**src/rtl/delay_seq_gen.sv**
```systemverilog
// Multi-channel enable sequencer: releases NUM_CH enables in order, each after its own delay.
// Optional reverse-order withdrawal is enabled by defining DELAY_SEQ_GEN_REVERSE_OFF_EN.
module delay_seq_gen #(
  parameter int NUM_CH = 4,
  parameter int CNT_W  = 16
) (
  input  logic                    arst_ni,
  input  logic                    real_time_clk_i,
  input  logic                    enable_i,
  input  logic [NUM_CH*CNT_W-1:0] delay_i,
  output logic [NUM_CH-1:0]       enable_o,
  output logic                    busy_o,
  output logic                    all_on_o
);

  localparam int IDX_W = (NUM_CH > 1) ? $clog2(NUM_CH) : 1;
  localparam logic [IDX_W-1:0] LAST_IDX = IDX_W'(NUM_CH - 1);

  typedef enum logic [1:0] {
    IDLE = 2'd0,
    UP   = 2'd1,
`ifdef DELAY_SEQ_GEN_REVERSE_OFF_EN
    DOWN = 2'd3,
`endif
    ON   = 2'd2
  } state_t;

  state_t                  state;
  logic                    sync1_q;
  logic                    en_s;
  logic [CNT_W-1:0]        cnt;
  logic [IDX_W-1:0]        idx;
  logic [NUM_CH*CNT_W-1:0] dly_q;

  logic [CNT_W-1:0]  dly_arr [NUM_CH];
  logic [CNT_W-1:0]  cur_dly;
  logic              cnt_hit;
  logic [NUM_CH-1:0] idx_bit;

  always_ff @(posedge real_time_clk_i or negedge arst_ni) begin
    if (!arst_ni) begin
      sync1_q <= 1'b0;
      en_s    <= 1'b0;
    end else begin
      sync1_q <= enable_i;
      en_s    <= sync1_q;
    end
  end

  for (genvar gi = 0; gi < NUM_CH; gi++) begin : g_dly
    assign dly_arr[gi] = dly_q[gi*CNT_W +: CNT_W];
  end

  assign cur_dly = dly_arr[idx];
  assign cnt_hit = (cnt == cur_dly);
  assign idx_bit = NUM_CH'(1) << idx;

  always_ff @(posedge real_time_clk_i or negedge arst_ni) begin
    if (!arst_ni) begin
      state    <= IDLE;
      cnt      <= '0;
      idx      <= '0;
      dly_q    <= '0;
      enable_o <= '0;
      busy_o   <= 1'b0;
      all_on_o <= 1'b0;
    end else begin
      case (state)
        IDLE: begin
          enable_o <= '0;
          if (en_s) begin
            dly_q  <= delay_i;
            cnt    <= '0;
            idx    <= '0;
            busy_o <= 1'b1;
            state  <= UP;
          end
        end

        UP: begin
          // Disable request wins over a coincident counter match.
          if (!en_s) begin
            if (idx == '0) begin
              enable_o <= '0;
              busy_o   <= 1'b0;
              state    <= IDLE;
            end else begin
`ifdef DELAY_SEQ_GEN_REVERSE_OFF_EN
              // Channels 0..idx-1 are up; start withdrawing from the top one.
              cnt   <= '0;
              idx   <= idx - 1'b1;
              state <= DOWN;
`else
              enable_o <= '0;
              busy_o   <= 1'b0;
              state    <= IDLE;
`endif
            end
          end else if (cnt_hit) begin
            enable_o <= enable_o | idx_bit;
            cnt      <= '0;
            if (idx == LAST_IDX) begin
              busy_o   <= 1'b0;
              all_on_o <= 1'b1;
              state    <= ON;
            end else begin
              idx <= idx + 1'b1;
            end
          end else begin
            cnt <= cnt + 1'b1;
          end
        end

        ON: begin
          enable_o <= '1;
          if (!en_s) begin
            all_on_o <= 1'b0;
`ifdef DELAY_SEQ_GEN_REVERSE_OFF_EN
            busy_o <= 1'b1;
            cnt    <= '0;
            idx    <= LAST_IDX;
            state  <= DOWN;
`else
            enable_o <= '0;
            state    <= IDLE;
`endif
          end
        end

`ifdef DELAY_SEQ_GEN_REVERSE_OFF_EN
        // en_s is deliberately ignored here: a started shutdown always completes.
        DOWN: begin
          if (cnt_hit) begin
            enable_o <= enable_o & ~idx_bit;
            cnt      <= '0;
            if (idx == '0) begin
              busy_o <= 1'b0;
              state  <= IDLE;
            end else begin
              idx <= idx - 1'b1;
            end
          end else begin
            cnt <= cnt + 1'b1;
          end
        end
`endif

        default: state <= IDLE;
      endcase
    end
  end

endmodule

```
**config.mk**
```make
export PLATFORM = sky130hd
export DESIGN_NAME = delay_seq_gen
export DESIGN_NICKNAME = d
export VERILOG_FILES = /design/src/rtl/delay_seq_gen.sv
export SDC_FILE = /design/constraint.sdc
export NUM_CORES = 1
export LEC_CHECK = 0
export BUFFER_PORTS_ARGS = -buffer_cell sky130_fd_sc_hd__buf_4
export CORE_AREA = 2 2 133 103
export DETAILED_ROUTE_END_ITERATION = 8
export DIE_AREA = 0 0 135 105
export GPL_TIMING_DRIVEN = 1
export PLACE_DENSITY = 0.54
export SLEW_MARGIN = 20
export SYNTH_ARGS = -nofsm -noshare
export SYNTH_HDL_FRONTEND = slang
export SYNTH_SLANG_ARGS = --single-unit
```
**constraint.sdc**
```tcl
create_clock -name real_time_clk_i -period 4.7 [get_ports real_time_clk_i]
set_clock_uncertainty 0.2 [all_clocks]
set_input_delay 0.47 -clock real_time_clk_i [delete_from_list [all_inputs] [get_ports real_time_clk_i]]
set_output_delay 0.47 -clock real_time_clk_i [all_outputs]
set_load 0.03 [all_outputs]
```
Word-level counts from Yosys, hierarchy flattened
Cells that the tools add are included.

storage, ports and cells
  bits of input ports = 67
  flip-flop bits (word level) = 92
  output and inout bits = 6
  logic and storage cells = 70

cells by class
  mux-type cells = 32
  shift-type cells = 1
  bitwise gates (word level) = 2
  order comparisons = 1
  reductions and logical operators = 11
  $add $sub $neg = 2
  equal/unequal tests = 12

operator list
  cell                     count
  $mux W16                 5
  $bmux W16 S2             1
  $pmux W16 S2             1
  $mux W2                  9
  $add A16 B1 Y16 const B  1
  $eq A16 B16 Y1           1
  $mux W4                  3
  $ne A2 B2 Y1 const B     6
  $pmux W4 S3              1
  $reduce_and A5 Y1        2
  $mux W1                  8
  $reduce_and A4 Y1        2
  $ne A3 B3 Y1 const B     2
  $pmux W2 S3              1
  $eq A2 B2 Y1 const B     2
  $or A4 B4 Y4             1
  $pmux W1 S2              2
  $pmux W2 S2              1
  $reduce_and A2 Y1        2
  $reduce_bool A2 Y1       2
  $shl A1 B2 Y4 const A    1
  $ge A3 B3 Y1 const B     1
  $not A2 Y3               1
  $reduce_and A3 Y1        1
  4 further kinds          4

Logic depth before layout (Yosys ltp)
Gate-level depths: netlist (run 1).

  word-level depth = 8
  mapped depth = 9
  depth with buffers taken out = 8

Worst setup path after synthesis (run 1)
OpenSTA, ideal clock, no wires.

  path type = flip-flop to flip-flop
  start point = register idx[1]
  end point = register state[0]
  clock period less this slack = 2.723 ns
  required time = 4.396 ns
  slack = 1.977 ns
  arrival = 2.419 ns
  stages on the path, launching flop included = 9
  path buffers = 2
  library setup time = 0.104 ns
  cell sequence = dfrtp_1 clkbuf_1 buf_2 mux4_2 xnor2_1 nand4_1 nor4_4 or4b_1 o311ai_1

on the way
  word-level cells in the longest chain between the ends = 7
  elaborated cells between the ends (all ways) = 9
  classes of those cells = eq/ne (4); mux (3); bitwise (1); reduce/logical (1)

ends and longest elaborated chain
  item                                         line  text
  from (decl)                                  32    logic [IDX_W-1:0] idx;
  from (signal assigned)                       107   idx <= idx + 1'b1;
  $not A2 Y3 (not written as such)             54    assign cur_dly = dly_arr[idx];
  $bmux W16 S2                                 54
  $mux W16 (not written as such) (2 in a row)  54
  $eq A16 B16 Y1                               55    assign cnt_hit = (cnt == cur_dly);
  $ne A3 B3 Y1 (no source line)                -
  $reduce_and A4 Y1 (no source line) *         -
  to (signal assigned)                         60    state <= IDLE;
  to (signal assigned)                         76    state <= UP;
  to (signal assigned)                         86    state <= IDLE;
  to (decl)                                    28    state_t state;

Mark *: on every way between the ends. The rest lies on a longest branch, timed or not. The select of a mux whose other input is x is not followed.
A chain may end at the register's enable or synchronous reset.

Worst setup path after layout (run 1)
  start point = register idx[0]
  end point = register cnt[4]

on the way
  word-level cells in the longest chain between the ends = 8

ends and longest elaborated chain
  item                                         line  text
  $not A2 Y3 (not written as such)             54
  $bmux W16 S2                                 54
  $mux W16 (not written as such) (2 in a row)  54
  $eq A16 B16 Y1                               55
  $mux W16                                     99    end else if (cnt_hit) begin
  $mux W16                                     82    if (!en_s) begin
  $pmux W16 S2                                 68    case (state)
  to (signal assigned)                         110   cnt <= cnt + 1'b1;
  to (decl)                                    31    logic [CNT_W-1:0] cnt;

Every way passes these cells. The select of a mux whose other input is x is not followed.

==> results of run 1 <==
-- where the power goes --
group,switching [mW],leakage (nW),internal [mW]
registers,0.187,1.12,1.09
logic,0.337,1.06,0.491
clock network,0.286,0.149,0.475
total,0.809,2.33,2.06
-- kinds of logic (layout without fill, tap and decap cells) --
kind of cell             Yosys count  after routing  synth area share
AND/OR/NAND/NOR                   64             64            0.0687
adder cells (fa/ha/maj)            9              9            0.0256
XOR/XNOR                          29             29            0.0576
flip-flops                        92             92             0.522
multiplexers                      83             83             0.252
AO/OA/AOI/OAI                     33             33            0.0469
buffers and inverters             28            103            0.0264
-- synthesized netlist by cell type, types with 4 or more instances --
cell type   n  share of area
dfrtp_1    92           0.52
nand2_1    18          0.015
mux2_2     65           0.17
o21ai_0     6         0.0068
nor2_1     25          0.021
ha_1        9          0.026
clkbuf_1   11         0.0094
xnor2_1    19          0.038
inv_1      12          0.010
mux4_2     16          0.082
nand4_1     7         0.0099
nand3_1     6         0.0068
and3_1      4         0.0057
xor2_1     10          0.020
a21oi_1    13          0.015
-- registers in the layout (all words and copies together) (netlist names) --
register / flops
all_on_o: 1
busy_o: 1
state: 2
sync1_q: 1
idx: 2
cnt: 16
enable_o: 4
en_s: 1
dly_q: 64
-- final cells by class --
type	instances	area (um^2)
clock buffer	12	246
clock inverter	2	60.1
fill	1241	7350
inverter	12	45.0
multi-input combinational	218	1990
sequential	92	2300
tap	171	214
timing repair buffer	77	581
-- per-stage QoR --
stage | worst slack (ns) | std cells | cell area (um^2) | utilization
floorplan | 1.98 | 338 | 4410 | -
global placement | 1.25 | 569 | 5120 | 0.400
detailed placement | 1.17 | 569 | 5120 | 0.400
CTS | 1.17 | 584 | 5440 | 0.425
global route | 0.856 | 584 | 5440 | 0.425
finish | 1.21 | 584 | 5440 | 0.425
-- final timing paths --
path,start,to,cells after the start
worst max-delay path,idx[0],cnt[4],7
worst min-delay path,enable_i,sync1_q,1
worst max register to register,idx[0],cnt[4],7
worst min register to register,sync1_q,en_s,0
max in group asynchronous,arst_ni,cnt[12],3
min in group asynchronous,arst_ni,dly_q[49],2
-- worst max-delay path, stage by stage, from the launching register on --
cell and delay, ns:
dfrtp_1 0.65, buf_4 0.28, mux4_2 0.52, xnor2_1 0.15, nand4_1 0.16, nor4_4 0.79, o21a_1 0.49, nor2_1 0.11
-- per-layer routing --
metal	vias up	global-route usage	part of all wire
li1	1344	-	-
met1	1439	0.203	0.49
met2	64	0.220	0.46
met3	10	0.0451	0.045
met4	0	0.0424	0.013
met5	-	0	0
-- cell usage in the layout, fill, tap and decap left out, drive strengths merged --
cell type / netlist / routed
xnor2: 19 / 19
nor2: 25 / 25
or4b: 1 / 1
xor2: 10 / 10
inv: 12 / 12
o21a: 2 / 2
a21oi: 13 / 13
mux2i: 2 / 2
o31ai: 1 / 1
dlygate4sd3: 0 / 1
clkbuf: 11 / 12
dfrtp: 92 / 92
o41ai: 2 / 2
a31oi: 3 / 3
and3: 4 / 4
bufinv: 0 / 2
mux2: 65 / 65
mux4: 16 / 16
nand2: 18 / 18
nand4: 7 / 7
a41o: 1 / 1
ha: 9 / 9
nand3: 6 / 6
o21ai: 6 / 6
a21boi: 1 / 1
o211ai: 1 / 1
nor3: 1 / 1
buf: 5 / 76
a22o: 1 / 1
or2: 1 / 1
a221o: 1 / 1
o311ai: 1 / 1
nor4: 1 / 1
==> impl_metrics.yaml, run 1 <==
sta:
  max_freq_mhz: 286
  final.period_utilization: 0.743
  maxSlewHeadroom: 0.419
  tns_ns: 0
  setup_viol: 0
  min_period_ns: 3.49
  tightest_slew_ns: 0.872
  holdWs_ns: 0.0319
  hold_viol_final: 0
  drv_slew: 0
  rsz0062_at_grt: "false"
routing:
  vias_per_cell: 4.89
  vias: 2857
  drt-total-wl_um: 9440
  drt_pre_antenna_iters: 4
  ant_nets: 0
  wire_per_inst_um: 16.2
  drcViolationCount: 0
  drtIter0Drc: 170
grt:
  track_usage: 0.146
  antenna_found_initial: 0
  grt_max_degree: 50
  grt_pass1_wl_um: 16000
  grt_overflow_total: 0
  grt_pass1_vias: 3046
floorplanning:
  rows: 36
  dieHeight_um: 105
  dieArea_um2: 14200
  fp.coreArea_um2: 12800
  die_w_um: 135
  ios: 73
  start_util: 0.344
synthesis:
  netlist_area_um2: 4410
  yosysWarnings: 0
  synth_ff_type: "dfrtp_1"
  ys_seq_elements: 92
  synth.net_count: 414
  synth_edf_count: 0
  seq_area_frac_synth: 0.522
  yosysUniqueCellTypes: 32
  async_flop_share: 1.00
  synth_cells: 338
  avgSynthCellArea_um2: 13.0
critical_path:
  crit_path_max_fanout: 16
  worstSetupPathType: "reg -> reg"
  cp.required_ns: 4.71
  arrival_ns: 3.50
  critPathLaunchType: "flop"
  rrSetupSlack_ns: 1.21
  cp-end-kind: "flop"
clocking:
  clkSinkCount: 92
  ctsHoldBuffers: 1
  cts_buffer_depth: 2
  cts_tree: "built"
  clock_latency_ns: 0.34
  clk_pin_slew_ns: 0.06
  numCtsBuffers: 9
  post_cts.repair.setup_buffers: 0
  cts-root-buf: "clkbuf_16"
  ctsResizeCount: 0
  htree_levels: 3
placement:
  hpwl_um: 6980
  io_buffers: 72
  gp_congestion: 0.787
finish:
  area_growth_syn_to_layout_pct: 23.4
  antenna_cells: 0
  drive_gt1_frac: 0.416
  final_nets: 486
power:
  power_mw: 2.87
  power_density_nw_per_um2: 528
  peakVddDrop_mv: 0.227
  power_leakage_nw: 2.33
status:
  status: "completed"
run:
  maxCapViolCount: 0
worst_hold_path:
  min_path_type: "in -> reg"
Power figures use the tool's default switching activity.
==> run 2, diff against run 1 <==
Settings changed: ABC_AREA from default to 1, CORE_AREA 2 2 133 103 to 2 2 138 107, DIE_AREA 0 0 135 105 to 0 0 140 109, PLACE_DENSITY 0.54 to 0.56.
Clock period 4.7 ns to 3.2 ns, I/O delays scaled along.
==> run 2 against run 1 <==
  * The run now ends with design-rule violations left
  * Via count up 58%
  * Largest power group is now combinational logic
  * Setup slack worse by 0.51 ns
  * Critical path type unchanged
  * Design area up 17%
==> impl_metrics.yaml, run 2 <==
synthesis:
  yosysWarnings: 0
  synth.net_count: 729
  netlist_area_um2: 4770
  yosysUniqueCellTypes: 31
  yosys.area.top_type_share: 0.483
  synth_ff_type: "dfrtp_1"
  async_flop_share: 1.00
  ys_seq_elements: 92
  synth_area_leaders: "dfrtp_1 48%, nand2_1 28%, nand3_1 5.4%, inv_1 2.6%, ha_1 2.4%"
  synth_cells: 653
  avgSynthCellArea_um2: 7.30
  netlist.top_cell.by_area: "dfrtp_1"
  synth_common_cells: "356 x nand2_1, 92 x dfrtp_1, 51 x nand3_1"
  synth_edf_count: 0
  post-synth-top-count-cell: "nand2_1"
  seq_area_frac_synth: 0.483
clocking:
  ctsHoldBuffers: 61
  clock_latency_ns: 0.35
  cts-root-buf: "clkbuf_16"
  numCtsBuffers: 9
  cts_tree: "built"
  clk_pin_slew_ns: 0.07
  cts_buffer_depth: 2
  ctsResizeCount: 0
  clkSinkCount: 92
  htree_levels: 3
  post_cts.repair.setup_buffers: 0
power:
  p_int_mw: 3.03
  power_density_nw_per_um2: 787
  pwr-share-seq: 0.382
  switching_share: 0.397
  peakVddDrop_mv: 0.301
  power_mw: 5.02
  p_clk_frac: 0.229
  switchingPower_mw: 1.99
  power_leakage_nw: 3.32
  pwr-share-comb: 0.389
routing:
  drtIter0Drc: 322
  vias: 4500
  vias_per_cell: 4.68
  drt-total-wl_um: 13500
  drcViolationCount: 7
  drt_pre_antenna_iters: 7
  ant_nets: 0
  wire_per_inst_um: 14.1
status:
  status: "complete, but fails checks"
  violations: "design-rule violations"
grt:
  antenna_found_initial: 0
  grt_max_degree: 65
  grt_pass1_vias: 4407
  grt_pass1_wl_um: 22500
  track_usage: 0.190
  grt_overflow_total: 0
critical_path:
  r2r_cells: 14
  cp-end-kind: "flop"
  r2r-end: "cnt[12]"
  worstSetupPathType: "reg -> reg"
  crit_path_start: "state[1]"
  critPathLaunchType: "flop"
  rrSetupSlack_ns: 0.69
  arrival_ns: 2.55
  crit_path_max_fanout: 10
  cp.required_ns: 3.24
  reg2reg_from: "state[1]"
sta:
  final.period_utilization: 0.783
  hold_viol_final: 0
  setup_viol: 0
  min_period_ns: 2.51
  drv_slew: 0
  rsz0062_at_grt: "false"
  tightest_slew_ns: 0.665
  maxSlewHeadroom: 0.557
  max_freq_mhz: 399
  tns_ns: 0
finish:
  drive_gt1_frac: 0.141
  fillers: 1414
  final_nets: 853
  largestRegisters: "dly_q: 64 flops, cnt: 16 flops, enable_o: 4 flops"
  largest_reg_flops: 64
  antenna_cells: 0
  layout_commonest_cell: "nand2_1"
  area_growth_syn_to_layout_pct: 33.6
  regMostFlops: "dly_q"
  final_cell_mix: "355 x nand2_1, 92 x dfrtp_1, 77 x buf_4"
worst_hold_path:
  min_path_type: "in -> reg"
  min_path_cells: 3
  hp-start: "delay_i[45]"
  hold_end: "dly_q[45]"
floorplanning:
  dieHeight_um: 109
  dieArea_um2: 15300
  fp.coreArea_um2: 14000
  rows: 38
  ios: 73
  die_w_um: 140
  start_util: 0.340
placement:
  hpwl_um: 9540
  io_buffers: 72
  gp_congestion: 0.892
run:
  maxCapViolCount: 0
[run 2: critical path: stages, from the launching register on]
cell     delay, ns
dfrtp_1       0.41
inv_1         0.09
ha_1          0.14
buf_4         0.20
nand2_2       0.08
inv_2         0.14
nor2_2        0.11
nor2_2        0.13
nand2_1       0.10
nor2_2        0.12
inv_2         0.07
nor3_1        0.23
nand4_1       0.14
o21ai_0       0.16
nor2_1        0.06
[run 2: power by group through the flow]
stage | Combinational (mW) | Sequential (mW) | Clock, mW
CTS | 1.98 | 1.92 | 1.18
floorplan | 1.43 | 1.84 | 0
detailed placement | 1.90 | 1.93 | 0
global route | 2.26 | 1.97 | 1.23
finish | 1.95 | 1.92 | 1.15
global placement | 1.88 | 1.92 | 0
[run 2: cells by family after synthesis]
logic type / Yosys count / share of synthesized area
flip-flops: 92 / 0.483
buffers and inverters: 63 / 0.0619
adder cells (fa/ha/maj): 9 / 0.0236
AND/OR/NAND/NOR: 463 / 0.398
AO/OA/AOI/OAI: 22 / 0.0268
XOR/XNOR: 4 / 0.00735
[run 2: area by class of cell]
type / count / area [um^2] / area share
sequential: 92 / 2300 / 0.361
tap: 180 / 225 / 0.0353
inverter: 37 / 144 / 0.0226
multi-input combinational: 498 / 2170 / 0.341
clock inverter: 5 / 75.1 / 0.0118
clock buffer: 11 / 243 / 0.0381
timing repair buffer: 139 / 1210 / 0.190
[run 2: how the worst max path moves through the flow]
stage	to	depth (start not counted)
floorplan	cnt[12]	14
global placement	cnt[12]	14
detailed placement	cnt[12]	14
CTS	cnt[12]	14
global route	cnt[12]	14
finish	cnt[12]	14
[run 2: through the flow]
step	cells	hold slack, ns	utilization	worst slack, ns	cell area, um^2
after floorplan	653	-0.176	-	1.04	4770
after global placement	885	0.135	0.388	0.738	5440
after detailed placement	885	0.145	0.388	0.699	5440
after CTS	962	0.00449	0.454	0.681	6370
after global routing	962	0.0271	0.454	0.314	6370
final	962	0.0146	0.454	0.694	6370
[run 2: routing by layer]
metal  track usage  share of wire
met1         0.266           0.51
met2         0.292           0.42
met3        0.0413          0.043
met4        0.0678          0.023
met5             0              0
